==> src/rtl/sale_pkg.sv <==
// Shared encodings for the sale-terminal controller: state codes, command bit indices, cursor directions.
// Latency: n/a (definitions only).
// Backpressure: n/a.
package sale_pkg;

    localparam logic [2:0] ST_START_C       = 3'd0;
    localparam logic [2:0] ST_IDLE_C        = 3'd1;
    localparam logic [2:0] ST_BARCODE_C     = 3'd2;
    localparam logic [2:0] ST_INTERACTIVE_C = 3'd3;
    localparam logic [2:0] ST_QUANTITY_C    = 3'd4;
    localparam logic [2:0] ST_EDIT_C        = 3'd5;
    localparam logic [2:0] ST_CHECKOUT_C    = 3'd6;
    localparam logic [2:0] ST_ERROR_C       = 3'd7;

    typedef enum logic [2:0] {
        ST_START       = ST_START_C,
        ST_IDLE        = ST_IDLE_C,
        ST_BARCODE     = ST_BARCODE_C,
        ST_INTERACTIVE = ST_INTERACTIVE_C,
        ST_QUANTITY    = ST_QUANTITY_C,
        ST_EDIT        = ST_EDIT_C,
        ST_CHECKOUT    = ST_CHECKOUT_C,
        ST_ERROR       = ST_ERROR_C
    } state_t;

    localparam int CMD_END    = 0;
    localparam int CMD_CANCEL = 1;
    localparam int CMD_SELECT = 3;

    localparam logic [1:0] DIR_LEFT  = 2'b00;
    localparam logic [1:0] DIR_UP    = 2'b01;
    localparam logic [1:0] DIR_DOWN  = 2'b10;
    localparam logic [1:0] DIR_RIGHT = 2'b11;

    // Sliced down to the product ID width by the user.
    localparam logic [31:0] NO_PRODUCT = '1;

endpackage

==> src/rtl/barcode_shift_reg.sv <==
// Nibble shift register holding the typed barcode, newest digit in [3:0], with a saturating digit count.
// Latency: 1 cycle from clr/shift to outputs.
// Backpressure: none; shifts are dropped once DIGITS digits are held, clr wins over shift.
module barcode_shift_reg #(
    parameter int DIGITS = 4,
    parameter int CNT_W  = $clog2(DIGITS + 1)
) (
    input  logic                  clk,
    input  logic                  rst,
    input  logic                  clr,
    input  logic                  shift_vld,
    input  logic [3:0]            digit_dat,
    output logic [4*DIGITS-1:0]   barcode_dat,
    output logic [CNT_W-1:0]      count
);
    localparam int BC_W = 4 * DIGITS;

    logic [BC_W-1:0]  bc_q, bc_d;
    logic [CNT_W-1:0] cnt_q, cnt_d;

    always_comb begin
        bc_d  = bc_q;
        cnt_d = cnt_q;
        if (clr) begin
            bc_d  = '0;
            cnt_d = '0;
        end else if (shift_vld && (cnt_q < CNT_W'(DIGITS))) begin
            bc_d  = (bc_q << 4) | BC_W'(digit_dat);
            cnt_d = cnt_q + CNT_W'(1);
        end
    end

    always_ff @(posedge clk) begin
        if (rst) begin
            bc_q  <= '0;
            cnt_q <= '0;
        end else begin
            bc_q  <= bc_d;
            cnt_q <= cnt_d;
        end
    end

    assign barcode_dat = bc_q;
    assign count       = cnt_q;
endmodule

==> src/rtl/sale_fsm_param.sv <==
// Sale-terminal controller: barcode/cursor product selection, quantity entry, basket edit, checkout, timed error.
// Latency: every output registered, reacting one cycle after the input pulse.
// Backpressure: none; pulses not meaningful in the current state (or in ERROR) are dropped.
module sale_fsm_param
    import sale_pkg::*;
#(
    parameter int DIGITS  = 4,
    parameter int KEYS    = 4,
    parameter int ID_W    = 4,
    parameter int QTY_MAX = 9,
    parameter int TIMEOUT = 50_000_000,
    parameter int ERR_CYC = 25_000_000
) (
    input  logic                         CLOCK_50,
    input  logic                         RESET,
    input  logic [KEYS-1:0]              KEY_Pulse,
    input  logic [3:0]                   CMD_Pulse,
    input  logic [1:0]                   Mode_SW,
    input  logic [ID_W-1:0]              Lookup_ID,
    input  logic                         Lookup_Valid,
    input  logic [ID_W-1:0]              Cursor_ID,
    input  logic [3:0]                   BasketProductNum,
    output logic [4*DIGITS-1:0]          Barcode_out,
    output logic [$clog2(DIGITS+1)-1:0]  Barcode_Count,
    output logic [2:0]                   State_out,
    output logic [ID_W-1:0]              ProductID_out,
    output logic [3:0]                   ProductQuantity,
    output logic [1:0]                   Cursor_Dir,
    output logic                         Cursor_Move_Pulse,
    output logic                         Cursor_Reset_Pulse,
    output logic                         Basket_Add_Pulse,
    output logic                         Basket_Cancel_Pulse,
    output logic                         Checkout_Pulse,
    output logic                         Error_out
);
    localparam int CNT_W = $clog2(DIGITS + 1);
    localparam int TMR_W = $clog2(TIMEOUT + 2);
    localparam int ERR_W = $clog2(ERR_CYC + 2);
    localparam logic [TMR_W-1:0] TMO_LAST = TMR_W'((TIMEOUT > 0) ? TIMEOUT - 1 : 0);
    localparam logic [ERR_W-1:0] ERR_LAST = ERR_W'((ERR_CYC > 0) ? ERR_CYC - 1 : 0);
    localparam logic [4:0]       QTY_CAP  = 5'(QTY_MAX);
    localparam logic [ID_W-1:0]  NO_PROD  = NO_PRODUCT[ID_W-1:0];

    state_t           state_q, state_d;
    logic [ID_W-1:0]  id_q, id_d;
    logic [3:0]       qty_q, qty_d;
    logic [1:0]       dir_q, dir_d;
    logic             move_q, move_d, creset_q, creset_d, add_q, add_d;
    logic             bcancel_q, bcancel_d, chk_q, chk_d, err_flag_q, err_flag_d;
    logic [TMR_W-1:0] timer_q, timer_d;
    logic [ERR_W-1:0] err_q, err_d;

    logic             bc_clr, bc_shift;
    logic [CNT_W-1:0] bc_cnt;
    logic             key_any, cmd_end, cmd_cancel, cmd_sel, timeout_hit;
    logic [3:0]       key_val;
    logic [1:0]       key_dir;
    logic [4:0]       qty_sum;

    // Lowest-index key wins when several arrive together.
    always_comb begin
        key_val = '0;
        key_dir = '0;
        for (int i = KEYS - 1; i >= 0; i--) begin
            if (KEY_Pulse[i]) begin
                key_val = 4'(KEYS - i);
                key_dir = 2'(KEYS - 1 - i);
            end
        end
    end

    assign key_any    = |KEY_Pulse;
    assign cmd_end    = CMD_Pulse[CMD_END];
    assign cmd_cancel = CMD_Pulse[CMD_CANCEL];
    assign cmd_sel    = CMD_Pulse[CMD_SELECT];
    assign qty_sum    = {1'b0, qty_q} + {1'b0, key_val};
    assign timeout_hit = (TIMEOUT != 0) && (timer_q >= TMO_LAST) &&
                         (state_q inside {ST_BARCODE, ST_INTERACTIVE, ST_QUANTITY,
                                          ST_EDIT, ST_CHECKOUT});

    always_comb begin
        state_d   = state_q;
        id_d      = id_q;
        qty_d     = qty_q;
        dir_d     = dir_q;
        move_d    = 1'b0;
        creset_d  = 1'b0;
        add_d     = 1'b0;
        bcancel_d = 1'b0;
        chk_d     = 1'b0;
        bc_clr    = 1'b0;
        bc_shift  = 1'b0;
        if (timeout_hit) begin
            state_d = ST_IDLE;
            bc_clr  = 1'b1;
            qty_d   = '0;
        end else begin
            case (state_q)
                ST_START: begin
                    bc_clr   = 1'b1;
                    qty_d    = '0;
                    id_d     = NO_PROD;
                    creset_d = 1'b1;
                    state_d  = ST_IDLE;
                end
                ST_IDLE: begin
                    if (cmd_sel) begin
                        state_d = ST_CHECKOUT;
                    end else if (Mode_SW[1]) begin
                        state_d  = ST_EDIT;
                        creset_d = 1'b1;
                    end else if (Mode_SW[0]) begin
                        state_d  = ST_INTERACTIVE;
                        creset_d = 1'b1;
                    end else begin
                        state_d = ST_BARCODE;
                    end
                end
                ST_BARCODE: begin
                    if (|Mode_SW) begin
                        bc_clr  = 1'b1;
                        state_d = ST_IDLE;
                    end else if (cmd_end) begin
                        state_d = ST_CHECKOUT;
                    end else if (cmd_cancel) begin
                        bc_clr = 1'b1;
                    end else if (cmd_sel && (bc_cnt == CNT_W'(DIGITS))) begin
                        if (Lookup_Valid) begin
                            id_d    = Lookup_ID;
                            state_d = ST_QUANTITY;
                        end else begin
                            bc_clr  = 1'b1;
                            state_d = ST_ERROR;
                        end
                    end else if (key_any) begin
                        bc_shift = 1'b1;
                    end
                end
                ST_INTERACTIVE: begin
                    if (Mode_SW[1]) begin
                        state_d = ST_EDIT;
                    end else if (!Mode_SW[0]) begin
                        state_d = ST_IDLE;
                    end else if (cmd_end) begin
                        state_d = ST_CHECKOUT;
                    end else if (cmd_sel) begin
                        id_d    = Cursor_ID;
                        state_d = ST_QUANTITY;
                    end else if (key_any) begin
                        move_d = 1'b1;
                        dir_d  = key_dir;
                    end
                end
                ST_QUANTITY: begin
                    if (cmd_cancel) begin
                        bc_clr  = 1'b1;
                        qty_d   = '0;
                        state_d = ST_IDLE;
                    end else if (cmd_sel) begin
                        if (qty_q != '0) begin
                            add_d   = 1'b1;
                            bc_clr  = 1'b1;
                            qty_d   = '0;
                            state_d = ST_IDLE;
                        end
                    end else if (key_any) begin
                        qty_d = (qty_sum > QTY_CAP) ? QTY_CAP[3:0] : qty_sum[3:0];
                    end
                end
                ST_EDIT: begin
                    if (!Mode_SW[1]) begin
                        creset_d = 1'b1;
                        state_d  = ST_IDLE;
                    end else if (cmd_end) begin
                        state_d = ST_CHECKOUT;
                    end else if (cmd_sel) begin
                        id_d      = Cursor_ID;
                        bcancel_d = 1'b1;
                    end else if (key_any && (key_dir == DIR_UP || key_dir == DIR_DOWN)) begin
                        move_d = 1'b1;
                        dir_d  = key_dir;
                    end
                end
                ST_CHECKOUT: begin
                    if (cmd_cancel) begin
                        state_d = ST_IDLE;
                    end else if (BasketProductNum == 4'd0) begin
                        state_d = ST_ERROR;
                    end else if (cmd_end) begin
                        chk_d   = 1'b1;
                        state_d = ST_START;
                    end
                end
                ST_ERROR: begin
                    bc_clr = 1'b1;
                    if (err_q >= ERR_LAST) begin
                        state_d = ST_IDLE;
                    end
                end
                default: state_d = ST_START;
            endcase
        end
    end

    always_comb begin
        err_flag_d = (state_d == ST_ERROR);
        err_d      = '0;
        if (state_q == ST_ERROR && state_d == ST_ERROR) begin
            err_d = err_q + ERR_W'(1);
        end
        timer_d = timer_q;
        if (key_any || (|CMD_Pulse) || (state_d != state_q)) begin
            timer_d = '0;
        end else if (timer_q != '1) begin
            timer_d = timer_q + TMR_W'(1);
        end
    end

    always_ff @(posedge CLOCK_50) begin
        if (RESET) begin
            state_q    <= ST_START;
            id_q       <= NO_PROD;
            qty_q      <= '0;
            dir_q      <= '0;
            move_q     <= 1'b0;
            creset_q   <= 1'b0;
            add_q      <= 1'b0;
            bcancel_q  <= 1'b0;
            chk_q      <= 1'b0;
            err_flag_q <= 1'b0;
            timer_q    <= '0;
            err_q      <= '0;
        end else begin
            state_q    <= state_d;
            id_q       <= id_d;
            qty_q      <= qty_d;
            dir_q      <= dir_d;
            move_q     <= move_d;
            creset_q   <= creset_d;
            add_q      <= add_d;
            bcancel_q  <= bcancel_d;
            chk_q      <= chk_d;
            err_flag_q <= err_flag_d;
            timer_q    <= timer_d;
            err_q      <= err_d;
        end
    end

    barcode_shift_reg #(.DIGITS(DIGITS), .CNT_W(CNT_W)) u_barcode (
        .clk         (CLOCK_50),
        .rst         (RESET),
        .clr         (bc_clr),
        .shift_vld   (bc_shift),
        .digit_dat   (key_val),
        .barcode_dat (Barcode_out),
        .count       (bc_cnt)
    );

    assign Barcode_Count       = bc_cnt;
    assign State_out           = state_q;
    assign ProductID_out       = id_q;
    assign ProductQuantity     = qty_q;
    assign Cursor_Dir          = dir_q;
    assign Cursor_Move_Pulse   = move_q;
    assign Cursor_Reset_Pulse  = creset_q;
    assign Basket_Add_Pulse    = add_q;
    assign Basket_Cancel_Pulse = bcancel_q;
    assign Checkout_Pulse      = chk_q;
    assign Error_out           = err_flag_q;
endmodule
==> config.mk <==
export PLATFORM = sky130hd
export DESIGN_NAME = sale_fsm_param
export DESIGN_NICKNAME = d
export VERILOG_FILES = /design/src/rtl/sale_pkg.sv /design/src/rtl/barcode_shift_reg.sv /design/src/rtl/sale_fsm_param.sv
export SDC_FILE = /design/constraint.sdc
export NUM_CORES = 1
export LEC_CHECK = 0
export CAP_MARGIN = 20
export CORE_MARGIN = 1.5
export CORE_UTILIZATION = 35
export CTS_CLUSTER_SIZE = 16
export DETAILED_ROUTE_END_ITERATION = 10
export GPL_TIMING_DRIVEN = 1
export SETUP_SLACK_MARGIN = 0.4
export SYNTH_ARGS = -nofsm -noshare
export SYNTH_HDL_FRONTEND = slang
export SYNTH_SLANG_ARGS = --single-unit
==> constraint.sdc <==
create_clock -name CLOCK_50 -period 2.95 [get_ports CLOCK_50]
set_input_delay 0.4425 -clock CLOCK_50 [delete_from_list [all_inputs] [get_ports CLOCK_50]]
set_output_delay 0.4425 -clock CLOCK_50 [all_outputs]
set_load 0.01 [all_outputs]
Word level (Yosys, flattened, before mapping):

Cells that the tools add are included.

* bits in read-only memories: 0
* input port bits: 25
* memory bits (writable): 0
* register bits: 89
* bits in latches: 0
* memories kept: 0

* $lt $le $gt $ge: 4
* divide/modulo/power cells: 0
* equality and inequality tests: 29
* mux-type cells: 90
* reduce and logical (&&, ||, !) cells: 29
* bitwise operators: 7
* shift operators: 0
* $mul: 0
* $add $sub $neg: 4

Operators with widths (count)
* 4-bit two-way mux: 17
* 3-bit two-way mux: 20
* 1-bit two-way mux: 33
* 26-bit by 1-bit adder with 26-bit output (second input constant): 1
* 26-bit >= comparator (second input constant): 1
* 2-bit two-way mux: 13
* 26-bit != test (second input constant): 1
* 25-bit by 1-bit adder with 25-bit output (second input constant): 1
* 25-bit >= comparator (second input constant): 1
* 2-bit != test (second input constant): 12
* 3-bit case mux with 8 select lines: 1
* 3-bit equality test (second input constant): 6
* 16-bit by 4-bit OR with 16-bit output: 1
* 4-bit case mux with 4 select lines: 1
* 2-bit OR reduction: 6
* 4-bit OR reduction: 3
* 11-bit AND reduction: 1
* 10-bit AND reduction: 1
* 5-bit OR reduction: 2
* 4-bit case mux with 2 select lines: 1
* 4-bit nonzero test: 2
* 3-bit by 2-bit equality test with 1-bit output (second input constant): 2
* 1-bit NOT: 6
* 1-bit case mux with 3 select lines: 2
* 20 further kinds: 28

Longest topological paths before layout:

Gate-level depths: netlist of the first run.

* depth after elaboration: 12
* gate-level depth with buffers: 12
* mapped depth without buffers: 12

Hierarchy:

Synthesis of the first run repeated with hierarchy kept, for this count alone.

* cell total of the unflattened synthesis: 568
* area, all modules: 4844.6 sq um

By module, submodules not included
* sale_fsm_param: cells each 484, area an instance 4066.4 sq um, instances 1, sequential area each 1401.3 sq um
* barcode_shift_reg: cells each 84, area an instance 778.2 sq um, instances 1, sequential area each 380.4 sq um

Worst setup path after synthesis of the first run:

No wires, ideal clock.

* path kind: reg-to-reg
* start: register u_barcode.cnt_q[0], in the netlist u_barcode.count[0]
* end: register timer_q[10]
* data arrival time: 2.456 ns
* library setup time: 0.073 ns
* slack: 0.421 ns
* required time: 2.877 ns
* cell stages (with the launch flop): 12
* clock period less this slack: 2.529 ns
* cells stage by stage: dfxtp_1 > inv_1 > ha_1 > nand3_1 > nor2_1 > o311a_1 > a311o_1 > nor3_1 > mux2i_1 > nand3_4 > buf_6 > nor3_2

* word-level cells in the longest chain between the ends: 11

RTL lines
* start, declared: line barcode_shift_reg.sv:19 `logic [CNT_W-1:0] cnt_q, cnt_d;`
* start signal, assigned: line barcode_shift_reg.sv:39 `cnt_q <= cnt_d;`
* 3-bit equality test: line sale_fsm_param.sv:127 `end else if (cmd_sel && (bc_cnt == CNT_W'(DIGITS))) begin`
* 1-bit logical AND: line sale_fsm_param.sv:127
* 3-bit two-way mux: line sale_fsm_param.sv:127
* 3-bit two-way mux: line sale_fsm_param.sv:125 `end else if (cmd_cancel) begin`
* 3-bit two-way mux: line sale_fsm_param.sv:123 `end else if (cmd_end) begin`
* 3-bit two-way mux: line sale_fsm_param.sv:120 `if (|Mode_SW) begin`
* 3-bit case mux with 8 select lines: line sale_fsm_param.sv:98 `case (state_q)`
* 3-bit two-way mux: line sale_fsm_param.sv:93 `if (timeout_hit) begin`
* 3-bit != test: line sale_fsm_param.sv:212 `if (key_any || (|CMD_Pulse) || (state_d != state_q)) begin`
* 1-bit logical OR: line sale_fsm_param.sv:212
* 2-bit OR reduction (no line)
* end signal, assigned: line sale_fsm_param.sv:244 `timer_q <= timer_d;`
* end, declared: line sale_fsm_param.sv:50 `logic [TMR_W-1:0] timer_q, timer_d;`

Every way passes these cells.
A chain may end at the register's enable or synchronous reset.

Worst setup path after layout of the first run:

* start: input port BasketProductNum[1]
* end: register timer_q[13]

* word-level cells in the longest chain between the ends: 8

RTL lines
* start, declared: line sale_fsm_param.sv:22 `input logic [3:0] BasketProductNum,`
* 4-bit logical NOT: line sale_fsm_param.sv:187 `end else if (BasketProductNum == 4'd0) begin`
* 3-bit two-way mux: line sale_fsm_param.sv:187
* 3-bit two-way mux: line sale_fsm_param.sv:185 `if (cmd_cancel) begin`
* 3-bit case mux with 8 select lines: line sale_fsm_param.sv:98
* 3-bit two-way mux: line sale_fsm_param.sv:93
* 3-bit != test: line sale_fsm_param.sv:212
* 1-bit logical OR: line sale_fsm_param.sv:212
* 2-bit OR reduction (no line)

Every way passes these cells.

==> results_dict.tcl, run 1 <==
set metrics [dict create \
    drc 0 \
    rsz0062_at_grt "false" \
    overflow 0 \
    cts_hold_buf 0 \
    cts_max_level 3 \
    cp-end-kind "register" \
    grt_pass1_wl_um 18400 \
    die_w_um 118 \
    nNetsFinal 650 \
    async_flop_share_pct 0 \
    status "completed" \
    maxSlewViolCount 0 \
    path_clk_slew_ns 0.06 \
    place_ws_ns -0.0237 \
    io_pins 63 \
    avgSynthCellArea_sq_um 8.69 \
    yosysSeqAreaShare_pct 36.7 \
    vias_per_cell 5.21 \
    worst_slew_pin_slew_ns 0.608 \
    leakage_nw 2.12 \
    worstPathArrival_ns 2.77 \
    portBuffers 58 \
    areaGrowthSynthToFinish_pct 33.1 \
    dr.pass1.iters 4 \
    crit_path_start "BasketProductNum[1]" \
    period_minus_slack_ns 2.50 \
    fmax_mhz 400 \
    synth.cell_area_sq_um 4630 \
    drive_above_1_share_pct 20.3 \
    netlist_instances 533 \
    synth_flop_cell "dfxtp_1" \
    finalSetupViolations 0 \
    final_util_pct 48.3 \
    clockRootBuffer "clkbuf_16" \
    relSlewSlack_pct 59.1 \
    cts_tree "done" \
    gp_congestion 0.846 \
    crit_type "in -> reg" \
    powerDensity_nw_per_um2 516 \
    cts_max_path_buffers 2 \
    drt_iter0_drc 272 \
    die_area_sq_um 13900 \
    cts_buffers 9 \
    critPathLaunchType "input port" \
    worst_r2r_startpoint "u_barcode.count[0]$_SDFFE_PP0P_" \
    hold_depth 1 \
    min_path_type "reg -> reg" \
    hold_start "ProductID_out[1]$_SDFFE_PP1P_" \
    post-dp-hpwl_um 7880 \
    ys_seq_elements 85 \
    num_vias 4133 \
    hold_viol_final 0 \
    synth_edf_count 0 \
    holdPathEnd "ProductID_out[1]$_SDFFE_PP1P_" \
    grt.total_usage_pct 16.0 \
    yosysWarnings 0 \
    layout_commonest_cell "nor2_1" \
    drt-total-wl_um 11100 \
    die_y_um 118 \
    netlist_top_cells_area "dfxtp_1 37%, nor2_1 6.6%, xor2_1 6.4%, nor3_2 4.5%, nand3_1 3.8%" \
    yosysTopAreaCell "dfxtp_1" \
    coreArea_sq_um 12800 \
    crit_fanout 8 \
    avgRoutedWirePerCell_um 14.0 \
    initial_core_util_pct 36.3 \
    fin_crit_sh_pct 84.8 \
    ir_worst_vdd_mv 0.275 \
    grt_antenna_before_repair 0 \
    worstPathRequired_ns 3.22 \
    rr_endpoint "timer_q[13]$_SDFFE_PP0P_" \
    fin_skew_ns 0.00886 \
    grt_max_degree 25 \
    r2r_cells 11 \
    synth_top_area_share_pct 36.7 \
    ff2ff_setup_slack_ns 0.51 \
    maxCapViolations 0 \
    fin_ws_ns 0.448 \
    num_rows 41 \
    mostFrequentLayoutCells "81 x nor2_1, 78 x dfxtp_1, 51 x clkdlybuf4s50_1" \
    clock_latency_ns 0.35 \
    cts_sinks 85 \
    grt_pass1_vias 3846 \
    ant_nets 0 \
    ys_types 72 \
    n_antenna_cell 0 \
]
==> flip-flops by register name, summed over array words and instances (netlist names) <==
name                   count
Checkout_Pulse             1
State_out                  3
Basket_Cancel_Pulse        1
timer_q                   26
Basket_Add_Pulse           1
ProductID_out              4
Cursor_Reset_Pulse         1
Cursor_Move_Pulse          1
ProductQuantity            4
Cursor_Dir                 2
err_q                     25
Error_out                  1
u_barcode.barcode_dat     12
u_barcode.count            3
==> logic make-up after synthesis <==
family                     Yosys count  synth area share (%)
other                                1                0.0810
AOI/OAI and AO/OA                   77                  12.6
adders and majority gates            8                  2.32
muxes                               15                  3.24
DFF                                 85                  36.7
buffers and inverters               36                  4.35
xor gates and xnor gates            47                  8.89
and+or+nand+nor                    264                  31.8
==> synthesized netlist by cell type, types with 2 or more instances <==
cell / number
a311oi_1: 2
and4b_1: 2
inv_1: 11
a22oi_1: 3
buf_2: 8
dfxtp_1: 85
o211ai_1: 2
a21oi_1: 20
mux2i_1: 15
nor3_1: 20
nor2_1: 82
xnor2_1: 13
and4_1: 3
clkbuf_1: 6
nand4b_1: 2
nand2b_1: 5
a211o_1: 4
a221oi_1: 5
o21bai_1: 4
nor3_2: 21
nor2b_1: 12
and3_2: 2
or3_1: 2
nand3_1: 35
nor4_1: 6
xor2_1: 34
or2_2: 2
nand4_1: 11
nand3b_1: 4
or3b_2: 2
o21ai_0: 14
nand2_1: 31
and3_1: 10
buf_6: 5
a21o_1: 3
buf_4: 5
ha_1: 7
==> where the power goes <==
part / internal (W) / total (W) / switching [W]
Clock: 0.000853 / 0.00132 / 0.000464
Sequential: 0.00117 / 0.00121 / 0.0000369
Combinational: 0.000323 / 0.000654 / 0.000331
==> cell type report <==
type,count,area (sq um)
clock buffers,11,243
clock inverters,5,108
fillers,1176,6610
inverters,11,41.3
multi-input cells,415,2860
flip-flops and latches,85,1720
well taps,172,215
repair buffers,95,985
==> worst max-delay path, cell delays in order <==
cell and delay [ns]:
clkdlybuf4s50_1 0.41, or4_4 0.58, o211ai_1 0.27, a221oi_1 0.15, nor3b_2 0.19, nand2b_1 0.07
a21o_1 0.16, nand3_4 0.15, buf_12 0.19, nor3_2 0.16
==> timing repair <==
item,in CTS,in global routing
cloned,0,3
pin swaps,1,12
buffers inserted,0,6
gates resized for setup,6,43
setup endpoints to repair,65,72
==> how the worst max path moves through the flow <==
| stage | endpoint | slack (ns) | cells past startpoint |
|---|---|---|---|
| after floorplan | timer_q[10]$_SDFFE_PP0P_ | 0.42 | 11 |
| after global placement | timer_q[3]$_SDFFE_PP0P_ | 0.05 | 10 |
| after detailed placement | timer_q[0]$_SDFFE_PP0P_ | -0.02 | 9 |
| after CTS | timer_q[0]$_SDFFE_PP0P_ | 0.42 | 12 |
| after global routing | timer_q[6]$_SDFFE_PP0P_ | 0.40 | 10 |
| final | timer_q[13]$_SDFFE_PP0P_ | 0.45 | 10 |
==> metal layers <==
metal	track usage [%]	vias to the layer above	routed length, um
met3	3.34	15	526
li1	-	2075	-
met2	25.3	113	5230
met1	21.0	1930	5140
met4	7.39	0	182
met5	0	-	0
==> through the flow <==
stage               total power (W)  std cells  setup TNS, ns  instance area (sq um)  hold WS [ns]
global route                0.00334        794              0                   6160         0.473
finish                      0.00318        794              0                   6160         0.464
CTS                         0.00312        785              0                   5910         0.473
detailed placement          0.00178        769        -0.0778                   5540         0.458
global placement            0.00178        769              0                   5540         0.446
floorplan                   0.00158        536              0                   4640         0.441
Note: power is estimated with default switching activity, not from simulation.
==> run 2, diff against run 1 <==
==> constraint.sdc (replaced) <==
create_clock -name CLOCK_50 -period 2.05 [get_ports CLOCK_50]
set_input_delay 0.3075 -clock CLOCK_50 [delete_from_list [all_inputs] [get_ports CLOCK_50]]
set_output_delay 0.3075 -clock CLOCK_50 [all_outputs]
set_load 0.01 [all_outputs]
==> results_dict.tcl, run 2 (synthesis results as in run 1) <==
set metrics [dict create \
    status "finished with violations" \
    failed_checks "negative setup slack" \
    critical-path-top-delay-family "simple AND/OR/NAND/NOR gates" \
    hold_depth 1 \
    n_antenna_cell 0 \
    fin_ws_ns -0.329 \
    grt_use_met3_pct 3.78 \
    grt_use_met2_pct 32.3 \
    clock_latency_ns 0.34 \
    grt.total_usage_pct 18.8 \
    final_util_pct 58.2 \
    die_area_sq_um 13900 \
    fin_skew_ns 0.00506 \
    swShare_pct 29.4 \
    critical_path.most_common_cell "a21o_1" \
    num_rows 41 \
    cts_hold_buf 0 \
    layout_commonest_cell "buf_4" \
    top_register "timer_q" \
    placedCellCount 886 \
    relSlewSlack_pct 62.8 \
    drt-total-wl_um 13400 \
    worstPathArrival_ns 2.64 \
    path_cells "o41a_1 -> buf_4 -> or3_1 -> a21o_1 -> nor4b_2 -> a21o_1 -> nand3_4 -> buf_12 -> nor3_4" \
    cts_sinks 85 \
    grt_pass1_vias 4666 \
    num_vias 4626 \
    post-dp-hpwl_um 9360 \
    hold_ws_ns 0.468 \
    die_w_um 118 \
    io_pins 63 \
    rsz0062_at_grt "true" \
    coreArea_sq_um 12800 \
    p_int_w 0.00316 \
    avgRoutedWirePerCell_um 14.5 \
    critical_path_depth 9 \
    crit_path_top_delay_cell "o41a_1" \
    dr.pass1.iters 5 \
    fin_cells 926 \
    power_frac_seq_pct 38.6 \
    drive_above_1_share_pct 42.0 \
    initial_core_util_pct 36.3 \
    period_minus_slack_ns 2.38 \
    cts_tree "done" \
    grt_use_met1_pct 24.2 \
    overflow 0 \
    clkPwrFrac_pct 33.1 \
    p_switching_w 0.00132 \
    nNetsFinal 783 \
    crit_type "reg -> reg" \
    cp-end-kind "register" \
    grt_pass1_wl_um 21800 \
    maxSlewViolCount 0 \
    ant_nets 0 \
    grt_max_degree 27 \
    place_ws_ns -0.756 \
    powerDensity_nw_per_um2 603 \
    drt_iter0_drc 163 \
    worstPathRequired_ns 2.31 \
    largest_reg_flops 26 \
    path_clk_slew_ns 0.06 \
    vias_per_cell 5.00 \
    die_y_um 118 \
    critPathLaunchType "register" \
    grt_antenna_before_repair 0 \
    maxCapViolations 0 \
    ff2ff_setup_slack_ns -0.33 \
    grt-busiest-layer "met2" \
    worst_slew_pin_slew_ns 0.552 \
    cts_max_level 3 \
    crit_fanout 8 \
    fin_crit_sh_pct 116 \
    clockRootBuffer "clkbuf_16" \
    leakage_nw 2.92 \
    comb_power_share_pct 28.3 \
    finalSetupViolations 80 \
    critical_path_buf_inv_count 2 \
    drc 0 \
    cts_max_path_buffers 2 \
    cts_buffers 9 \
    r2r_cells 9 \
    portBuffers 58 \
    mostFrequentLayoutCells "144 x buf_4, 69 x dfxtp_1, 50 x nor2_1" \
    min_path_type "reg -> reg" \
    gp_congestion 0.879 \
    areaGrowthSynthToFinish_pct 60.5 \
    fmax_mhz 420 \
    hold_viol_final 0 \
    ir_worst_vdd_mv 0.561 \
    crit_path_max_incr_delay_ns 0.44 \
]
-- run 2: cell types whose count changed in the layout (fill, tap and decap cells not counted), sizes merged --
cell           delta
buf             +131
clkdlybuf4s15     +1
a211o             +1
dlymetal6s2s      -3
clkinvlp          +2
dlygate4sd2      +18
clkdlybuf4s50    -16
clkbuf            +1
bufinv            -3
-- run 2: final timing paths --
check | endpoint | from
setup / recovery | timer_q[13]$_SDFFE_PP0P_ | ProductQuantity[3]$_SDFFE_PP0P_
hold / removal | ProductID_out[1]$_SDFFE_PP1P_ | ProductID_out[1]$_SDFFE_PP1P_
setup reg to reg | timer_q[13]$_SDFFE_PP0P_ | ProductQuantity[3]$_SDFFE_PP0P_
hold reg to reg | ProductID_out[1]$_SDFFE_PP1P_ | ProductID_out[1]$_SDFFE_PP1P_
-- run 2: area by class of cell --
type                    instances  area (sq um)
clock buffers                  11           243
inverters                      11          51.3
repair buffers                227          2020
well taps                     172           215
clock inverters                 4          25.0
fillers                      1100          5340
multi-input cells             416          3140
flip-flops and latches         85          1730
-- run 2: timing repair --
| item | 4_1_cts | 5_1_grt |
|---|---|---|
| gates resized for setup | 68 | 71 |
| gates cloned | 1 | 4 |
| pin swaps | 29 | 32 |
| setup endpoints to repair | 94 | 87 |
| setup buffers | 14 | 6 |
-- run 2: power by group through the flow --
stage          logic, W  clock network (W)  registers (W)
6_report        0.00127            0.00148        0.00173
5_1_grt         0.00135            0.00159        0.00173
4_1_cts         0.00107            0.00153        0.00173
3_5_place_dp   0.000934                  0        0.00176
3_3_place_gp   0.000926                  0        0.00176
2_1_floorplan  0.000542                  0        0.00176
-- run 2: routing by layer --
metal	routed length [um]	share of wire [%]	vias up
li1	-	-	2333
met1	6190	46	2205
met2	6680	50	74
met3	445	3.3	14
met4	129	0.96	0
met5	0	0	-
-- run 2: through the flow --
stage          power, W  setup TNS (ns)  cell area, sq um
4_1_cts         0.00432          -12.48              7050
2_1_floorplan   0.00230           -6.59              4730
3_3_place_gp    0.00269          -38.69              6500
3_5_place_dp    0.00269          -41.94              6500
6_report        0.00448          -15.76              7430
5_1_grt         0.00466          -22.30              7430
